==> src/rtl/arb_pkg.sv <==
// Shared arbiter types and widths.
package arb_pkg;
    localparam int N_REQ = 4;
    localparam int ID_W  = 2;

    typedef enum logic {IDLE, GRANT} arb_state_t;
endpackage

==> src/rtl/decoder2_4.sv <==
// 2:4 enabled decoder; all outputs low when en is low.
module decoder2_4 (
    input  logic [1:0] sel,
    input  logic       en,
    output logic [3:0] out
);
    assign out = en ? (4'b0001 << sel) : 4'b0000;
endmodule

==> src/rtl/rr_arbiter4.sv <==
// Four-requester round-robin arbiter with sticky grants and an optional hold limit.
// Grant index is registered and decoded, so no output depends combinationally on req.
module rr_arbiter4
    import arb_pkg::*;
#(
    parameter int MAX_HOLD = 8
) (
    input  logic             clk,
    input  logic             reset,
    input  logic             en,
    input  logic [N_REQ-1:0] req,
    output logic [N_REQ-1:0] gnt,
    output logic             gnt_valid,
    output logic [ID_W-1:0]  gnt_id
);
    localparam int CNT_W = (MAX_HOLD < 1) ? 1 : $clog2(MAX_HOLD + 1);
    localparam logic [CNT_W-1:0] HOLD_LIM = CNT_W'(MAX_HOLD);

    arb_state_t       state, state_nxt;
    logic [ID_W-1:0]  ptr, ptr_nxt;
    logic [ID_W-1:0]  gnt_id_nxt;
    logic [CNT_W-1:0] cnt, cnt_nxt;
    logic [ID_W-1:0]  winner;

    // First requester at or after the pointer, wrapping modulo 4.
    function automatic logic [ID_W-1:0] find_winner(input logic [N_REQ-1:0] r,
                                                    input logic [ID_W-1:0]  p);
        logic [ID_W-1:0] idx;
        logic            found;
        find_winner = p;
        found       = 1'b0;
        for (int k = 0; k < N_REQ; k++) begin
            idx = p + ID_W'(k);
            if (!found && r[idx]) begin
                find_winner = idx;
                found       = 1'b1;
            end
        end
    endfunction

    assign winner = find_winner(req, ptr);

    always_ff @(posedge clk) begin
        if (reset) begin
            state  <= IDLE;
            ptr    <= '0;
            gnt_id <= '0;
            cnt    <= '0;
        end else begin
            state  <= state_nxt;
            ptr    <= ptr_nxt;
            gnt_id <= gnt_id_nxt;
            cnt    <= cnt_nxt;
        end
    end

    always_comb begin
        state_nxt  = state;
        ptr_nxt    = ptr;
        gnt_id_nxt = gnt_id;
        cnt_nxt    = cnt;
        case (state)
            IDLE: begin
                if (en && (|req)) begin
                    state_nxt  = GRANT;
                    gnt_id_nxt = winner;
                    cnt_nxt    = CNT_W'(1);
                end
            end
            GRANT: begin
                // Moving the pointer past the owner makes it lowest priority next round.
                if (!req[gnt_id] || ((MAX_HOLD != 0) && (cnt == HOLD_LIM))) begin
                    state_nxt = IDLE;
                    ptr_nxt   = gnt_id + ID_W'(1);
                end else if (MAX_HOLD != 0) begin
                    cnt_nxt = cnt + CNT_W'(1);
                end
            end
            default: state_nxt = IDLE;
        endcase
    end

    assign gnt_valid = (state == GRANT);

    decoder2_4 u_dec (
        .sel (gnt_id),
        .en  (gnt_valid),
        .out (gnt)
    );
endmodule

==> config.mk <==
export PLATFORM = sky130hd
export DESIGN_NAME = rr_arbiter4
export DESIGN_NICKNAME = d
export VERILOG_FILES = /design/src/rtl/arb_pkg.sv /design/src/rtl/decoder2_4.sv /design/src/rtl/rr_arbiter4.sv
export SDC_FILE = /design/constraint.sdc
export NUM_CORES = 1
export LEC_CHECK = 0
export CAP_MARGIN = 20
export CORE_MARGIN = 8
export CORE_UTILIZATION = 45
export DETAILED_ROUTE_END_ITERATION = 6
export PLACE_DENSITY = 0.72
export SLEW_MARGIN = 20
export SYNTH_ARGS = -nofsm -noshare
export SYNTH_HDL_FRONTEND = slang
export SYNTH_SLANG_ARGS = --single-unit
==> constraint.sdc <==
create_clock -name clk -period 2.25 [get_ports clk]
set_input_delay 0.3375 -clock clk [delete_from_list [all_inputs] [get_ports clk]]
set_output_delay 0.3375 -clock clk [all_outputs]
set_load 0.05 [all_outputs]
==> results.py, run 1 <==
metrics = {
    "clock_tree": {
        "cts_buffers": 3,
        "holdBufCountCts": 0,
        "clk_pin_slew_ns": 0.07,
        "numClockSinks": 9,
        "cts_tree": "built",
        "clock_path_buffers": 2,
        "cts_setup_buffers": 0,
        "worstSkewPairLatency_ns": 0.27,
        "h-tree-depth": 1,
        "cts_root_buffer": "clkbuf_4",
    },
    "synth": {
        "ys_seq_elements": 9,
        "ys.warnings.count": 0,
        "synth_common_cells": "dfxtp_1 (9), ha_1 (6), inv_1 (6), nor2b_1 (6), and2_1 (5)",
        "syn_inst": 75,
        "yosysMostFrequentCell": "dfxtp_1",
        "syn_nets": 88,
        "synth.top_cells.by_area": "dfxtp_1 (27%), ha_1 (11%), nor2b_1 (5.6%), and2_1 (4.6%), inv_1 (3.3%)",
        "ys.flop_type": "dfxtp_1",
        "ys_seq_area_share_pct": 26.67,
        "synth_top_area_share_pct": 26.67,
        "syn_area_per_cell_um2": 9.009,
        "synth_area_um2": 675.6,
        "ys_types": 35,
        "ys_async_sr_fraction_pct": 0,
        "synth-edff-count": 0,
        "synth_top_area_cell": "dfxtp_1",
    },
    "critical_path": {
        "end_kind": "output pin",
        "required_ns": 1.91,
        "cp_max_fo": 6,
        "crit_path_start": "gnt_id[0]",
        "critPathLaunchType": "register",
        "r2r-start": "gnt_id[0]",
        "cp.arrival_ns": 1.79,
        "worstSetupPathType": "register to output pin",
    },
    "drt": {
        "vias": 604,
        "drt_iter0_drc": 13,
        "drt_wl_total_mm": 1.458,
        "wl_per_cell_um": 13.63,
        "first_pass_iters": 4,
        "drc_errors": 0,
        "vias_per_cell": 5.645,
        "final_antenna_net_count": 0,
    },
    "place": {
        "io_buffers": 13,
        "gp_congestion": 0.9026,
        "place_hpwl_mm": 1.135,
    },
    "hold_path": {
        "min_from": "cnt[1]",
        "hp-class": "register to register",
    },
    "cells_and_area": {
        "insertedDiodeCount": 0,
        "final_nets": 105,
        "syn2layout_area_growth_pct": 26.67,
        "fin_util_pct": 58.86,
        "drive_gt1_share_pct": 12.09,
    },
    "sta": {
        "hold_slack_ns": 0.5269,
        "finalCriticalPeriod_ns": 2.128,
        "drv_slew": 0,
        "max_freq_mhz": 469.8,
        "period_share_pct": 94.59,
        "max_slew_margin_pct": 65.99,
        "hold_viol": 0,
        "rsz0062_at_grt": "no",
        "tns_ns": 0,
        "worst_pin_slew_ns": 0.5093,
        "skew_ns": 0.006321,
        "setup_viol": 0,
    },
    "grt": {
        "gr-usage-all-layers_pct": 11.45,
        "grt_max_degree": 14,
        "grt_pass1_vias": 575,
        "grt_pass1_wl_mm": 2.449,
        "antenna_found_initial": 0,
        "grt_overflow": 0,
    },
    "flow_run": {
        "drv_cap": 0,
    },
    "floorplan": {
        "io_pins": 14,
        "fp.dieArea_mm2": 0.002998,
        "die-height_um": 54.75,
        "fp.dieW_um": 54.75,
        "core_region_area_mm2": 0.001454,
        "start_util_pct": 46.47,
        "core.rowCount": 14,
    },
    "power": {
        "peakVddDrop_uv": 290.7,
        "power_density_mw_per_mm2": 502.5,
        "power_leakage_nw": 0.3801,
    },
    "status": {
        "status": "completed",
    },
}
-- where the power goes --
group	switching, mW	internal (mW)	total, mW
clock network	0.0641	0.0686	0.133
registers	0.0145	0.168	0.183
logic	0.0634	0.0512	0.115
total	0.142	0.288	0.430
-- stage by stage --
step                cell area (um2)  total power [mW]  cells  worst slack, ns
floorplan                     675.6            0.2604     75           0.2612
global placement              825.8            0.3016    103           0.2023
detailed placement            825.8            0.3026    103           0.1570
CTS                           850.8            0.4346    107          0.02798
global route                  855.8            0.4537    107         0.008638
finish                        855.8            0.4301    107           0.1216
-- cells in the final DEF, fill, tap and decap left out, drive strengths merged --
cell / instances
dlygate4sd2: 1
nor3: 2
a41oi: 1
and3: 1
o41ai: 1
inv: 6
nor2b: 6
and2b: 1
o21ai: 2
a311oi: 1
or4: 2
mux2: 1
nand3: 1
mux4: 1
mux2i: 1
o21bai: 2
nand2b: 3
nand4: 2
o21ba: 1
a21oi: 3
dlymetal6s2s: 2
buf: 1
dfxtp: 9
nor4: 1
and3b: 1
and2: 5
nor2: 3
o31a: 1
ha: 6
and4: 1
a41o: 1
nand3b: 1
a211oi: 1
clkdlybuf4s50: 10
a21boi: 2
a21o: 3
clkbuf: 4
-- layout make-up --
type                    instances  area, um2
multi-input cells              58      465.4
clock buffers                   4      26.28
well taps                      16      20.02
repair buffers                 14      141.4
flip-flops and latches          9      180.2
fillers                       127      598.1
inverters                       6      22.52
-- repair_timing --
action,CTS,global route
endpoints found under the setup margin,1,2
pin swaps,0,0
resized for setup,1,2
-- state kept, by name, indices dropped and copies added (netlist names) --
name / cells
cnt: 4
gnt_id: 2
gnt_valid: 1
ptr: 2
-- worst paths after layout --
| kind | cells after the start | slack (ns) | to |
|---|---|---|---|
| hold reg to reg | 2 | 0.53 | cnt[1] |
| setup / recovery | 3 | 0.12 | gnt[1] |
| hold / removal | 2 | 0.53 | cnt[1] |
| setup reg to reg | 3 | 0.52 | ptr[0] |
-- layer usage --
metal  wire (um)  GRT usage (%)  vias to the layer above
met3         117          4.076                        4
met2         653          18.11                       13
met5           0              0                        -
met1         660          12.69                      280
li1            -              -                      307
met4          27          7.377                        0
-- cells by family (layout without fill, tap and decap cells) --
kind of cell,after synthesis,in the layout,synth area share [%]
and+or+nand+nor,30,30,28.52
AOI/OAI and AO/OA,19,19,22.78
adders and majority gates,6,6,11.11
DFF,9,9,26.67
muxes,3,3,6.481
buffers and inverters,8,24,4.445
-- worst max-delay path: stages (launching register included) --
cell and delay [ns]:
dfxtp_1 0.45, ha_1 0.17, and2_1 0.10, clkdlybuf4s50_1 0.80
Power figures use the tool's default switching activity.
==> inputs of run 2 (changes only) <==
--- a/constraint.sdc
+++ b/constraint.sdc
@@ -3,2 +3,2 @@
 set_output_delay 0.3375 -clock clk [all_outputs]
-set_load 0.05 [all_outputs]
+set_load 0.01 [all_outputs]
==> run 2 against run 1 <==
Effect of this change: clock skew is essentially flat; clock-buffer cell count unchanged; clock power about the same; non-clock buffer count did not move; critical path type unchanged; critical endpoint is now gnt[0].
==> results.py, run 2 (synthesis gave the netlist of run 1 again) <==
metrics = {
    "sta": {
        "rsz0062_at_grt": "no",
        "hold_slack_ns": 0.5269,
        "drv_slew": 0,
        "tns_ns": 0,
        "max_slew_margin_pct": 74.20,
        "period_share_pct": 88.91,
        "skew_ns": 0.006218,
        "worst_slack_ns": 0.2494,
        "worst_pin_slew_ns": 0.3858,
        "hold_viol": 0,
        "finalCriticalPeriod_ns": 2.001,
        "max_freq_mhz": 499.9,
        "setup_viol": 0,
    },
    "power": {
        "power_leakage_nw": 0.3396,
        "power_density_mw_per_mm2": 481.6,
        "peakVddDrop_uv": 288.1,
        "total_power_uw": 410.3,
    },
    "cells_and_area": {
        "fillers": 128,
        "final_nets": 105,
        "fin_util_pct": 58.61,
        "syn2layout_area_growth_pct": 26.11,
        "final_cell_mix": "clkdlybuf4s50_1 (13), dfxtp_1 (9), inv_1 (6), nor2b_1 (6), ha_1 (6)",
        "regMostFlops": "cnt",
        "largestRegisters": "cnt (4), gnt_id (2), ptr (2)",
        "layout_commonest_cell": "clkdlybuf4s50_1",
        "insertedDiodeCount": 0,
        "largest_register_ffs": 4,
        "drive_gt1_share_pct": 12.09,
    },
    "drt": {
        "drt_wl_total_mm": 1.450,
        "final_antenna_net_count": 0,
        "wl_per_cell_um": 13.55,
        "drt_iter0_drc": 13,
        "first_pass_iters": 4,
        "drc_errors": 0,
        "vias": 603,
        "vias_per_cell": 5.636,
    },
    "status": {
        "status": "completed",
    },
    "flow_run": {
        "drv_cap": 0,
    },
    "floorplan": {
        "io_pins": 14,
        "fp.dieArea_mm2": 0.002998,
        "fp.dieW_um": 54.75,
        "core_region_area_mm2": 0.001454,
        "core.rowCount": 14,
        "start_util_pct": 46.47,
        "die-height_um": 54.75,
    },
    "critical_path": {
        "cp_max_fo": 6,
        "end_kind": "output pin",
        "worstSetupPathType": "register to output pin",
        "critPathLaunchType": "register",
        "cp.arrival_ns": 1.66,
        "required_ns": 1.91,
    },
    "clock_tree": {
        "clock_path_buffers": 2,
        "worstSkewPairLatency_ns": 0.27,
        "ctsResizeCount": 0,
        "cts_setup_buffers": 0,
        "h-tree-depth": 1,
        "clk_pin_slew_ns": 0.07,
        "cts_buffers": 3,
        "cts_root_buffer": "clkbuf_4",
        "cts_tree": "built",
        "numClockSinks": 9,
        "holdBufCountCts": 0,
    },
    "place": {
        "gp_congestion": 0.9026,
        "io_buffers": 13,
        "place_hpwl_mm": 1.135,
        "pre_cts_slack_ns": 0.1570,
    },
    "grt": {
        "grt_pass1_vias": 575,
        "grt_overflow": 0,
        "gr-usage-all-layers_pct": 11.45,
        "antenna_found_initial": 0,
        "grt_max_degree": 14,
        "grt_pass1_wl_mm": 2.449,
    },
    "hold_path": {
        "hp-class": "register to register",
    },
}
## run 2: cell count changes in the layout (fill, tap and decap cells not counted)
| cell | change |
|---|---|
| clkdlybuf4s50_1 | +3 |
| dlymetal6s2s_1 | -2 |
| dlygate4sd2_1 | -1 |
## run 2: cell type report
class / count / area [um2] / share of cell area, %
clock buffers: 4 / 26.28 / 3.084
flip-flops and latches: 9 / 180.2 / 21.15
multi-input cells: 58 / 465.4 / 54.63
inverters: 6 / 22.52 / 2.643
repair buffers: 14 / 137.6 / 16.15
well taps: 16 / 20.02 / 2.349
## run 2: power by group
group,switching [mW],leakage [nW],internal [mW]
clock,0.0640,0.0150,0.0686
combinational,0.0425,0.251,0.0525
sequential,0.0144,0.0735,0.168
## run 2: worst paths after layout
kind | start | slack (ns) | endpoint | cells after the start
setup / recovery | gnt_id[0] | 0.25 | gnt[0] | 4
hold / removal | cnt[1] | 0.53 | cnt[1] | 2
setup reg to reg | gnt_id[0] | 0.52 | ptr[0] | 3
hold reg to reg | cnt[1] | 0.53 | cnt[1] | 2
## run 2: metal layers
metal | share of wire, % | track usage [%] | vias up
met5 | 0 | 0 | -
met4 | 1.9 | 7.377 | 0
met3 | 7.7 | 4.076 | 4
met2 | 45 | 18.11 | 13
met1 | 45 | 12.69 | 279
li1 | - | - | 307
## run 2: worst max-delay path, cell delays in order, from the launching register on
cell and delay [ns]:
dfxtp_1 0.45, inv_1 0.12, ha_1 0.20, and2_1 0.14
clkdlybuf4s50_1 0.48
## run 2: stage by stage
step,std cells,instance area [um2]
after floorplan,75,675.6
after global placement,103,825.8
after detailed placement,103,825.8
after CTS,107,852.1
after global routing,107,852.1
final,107,852.1
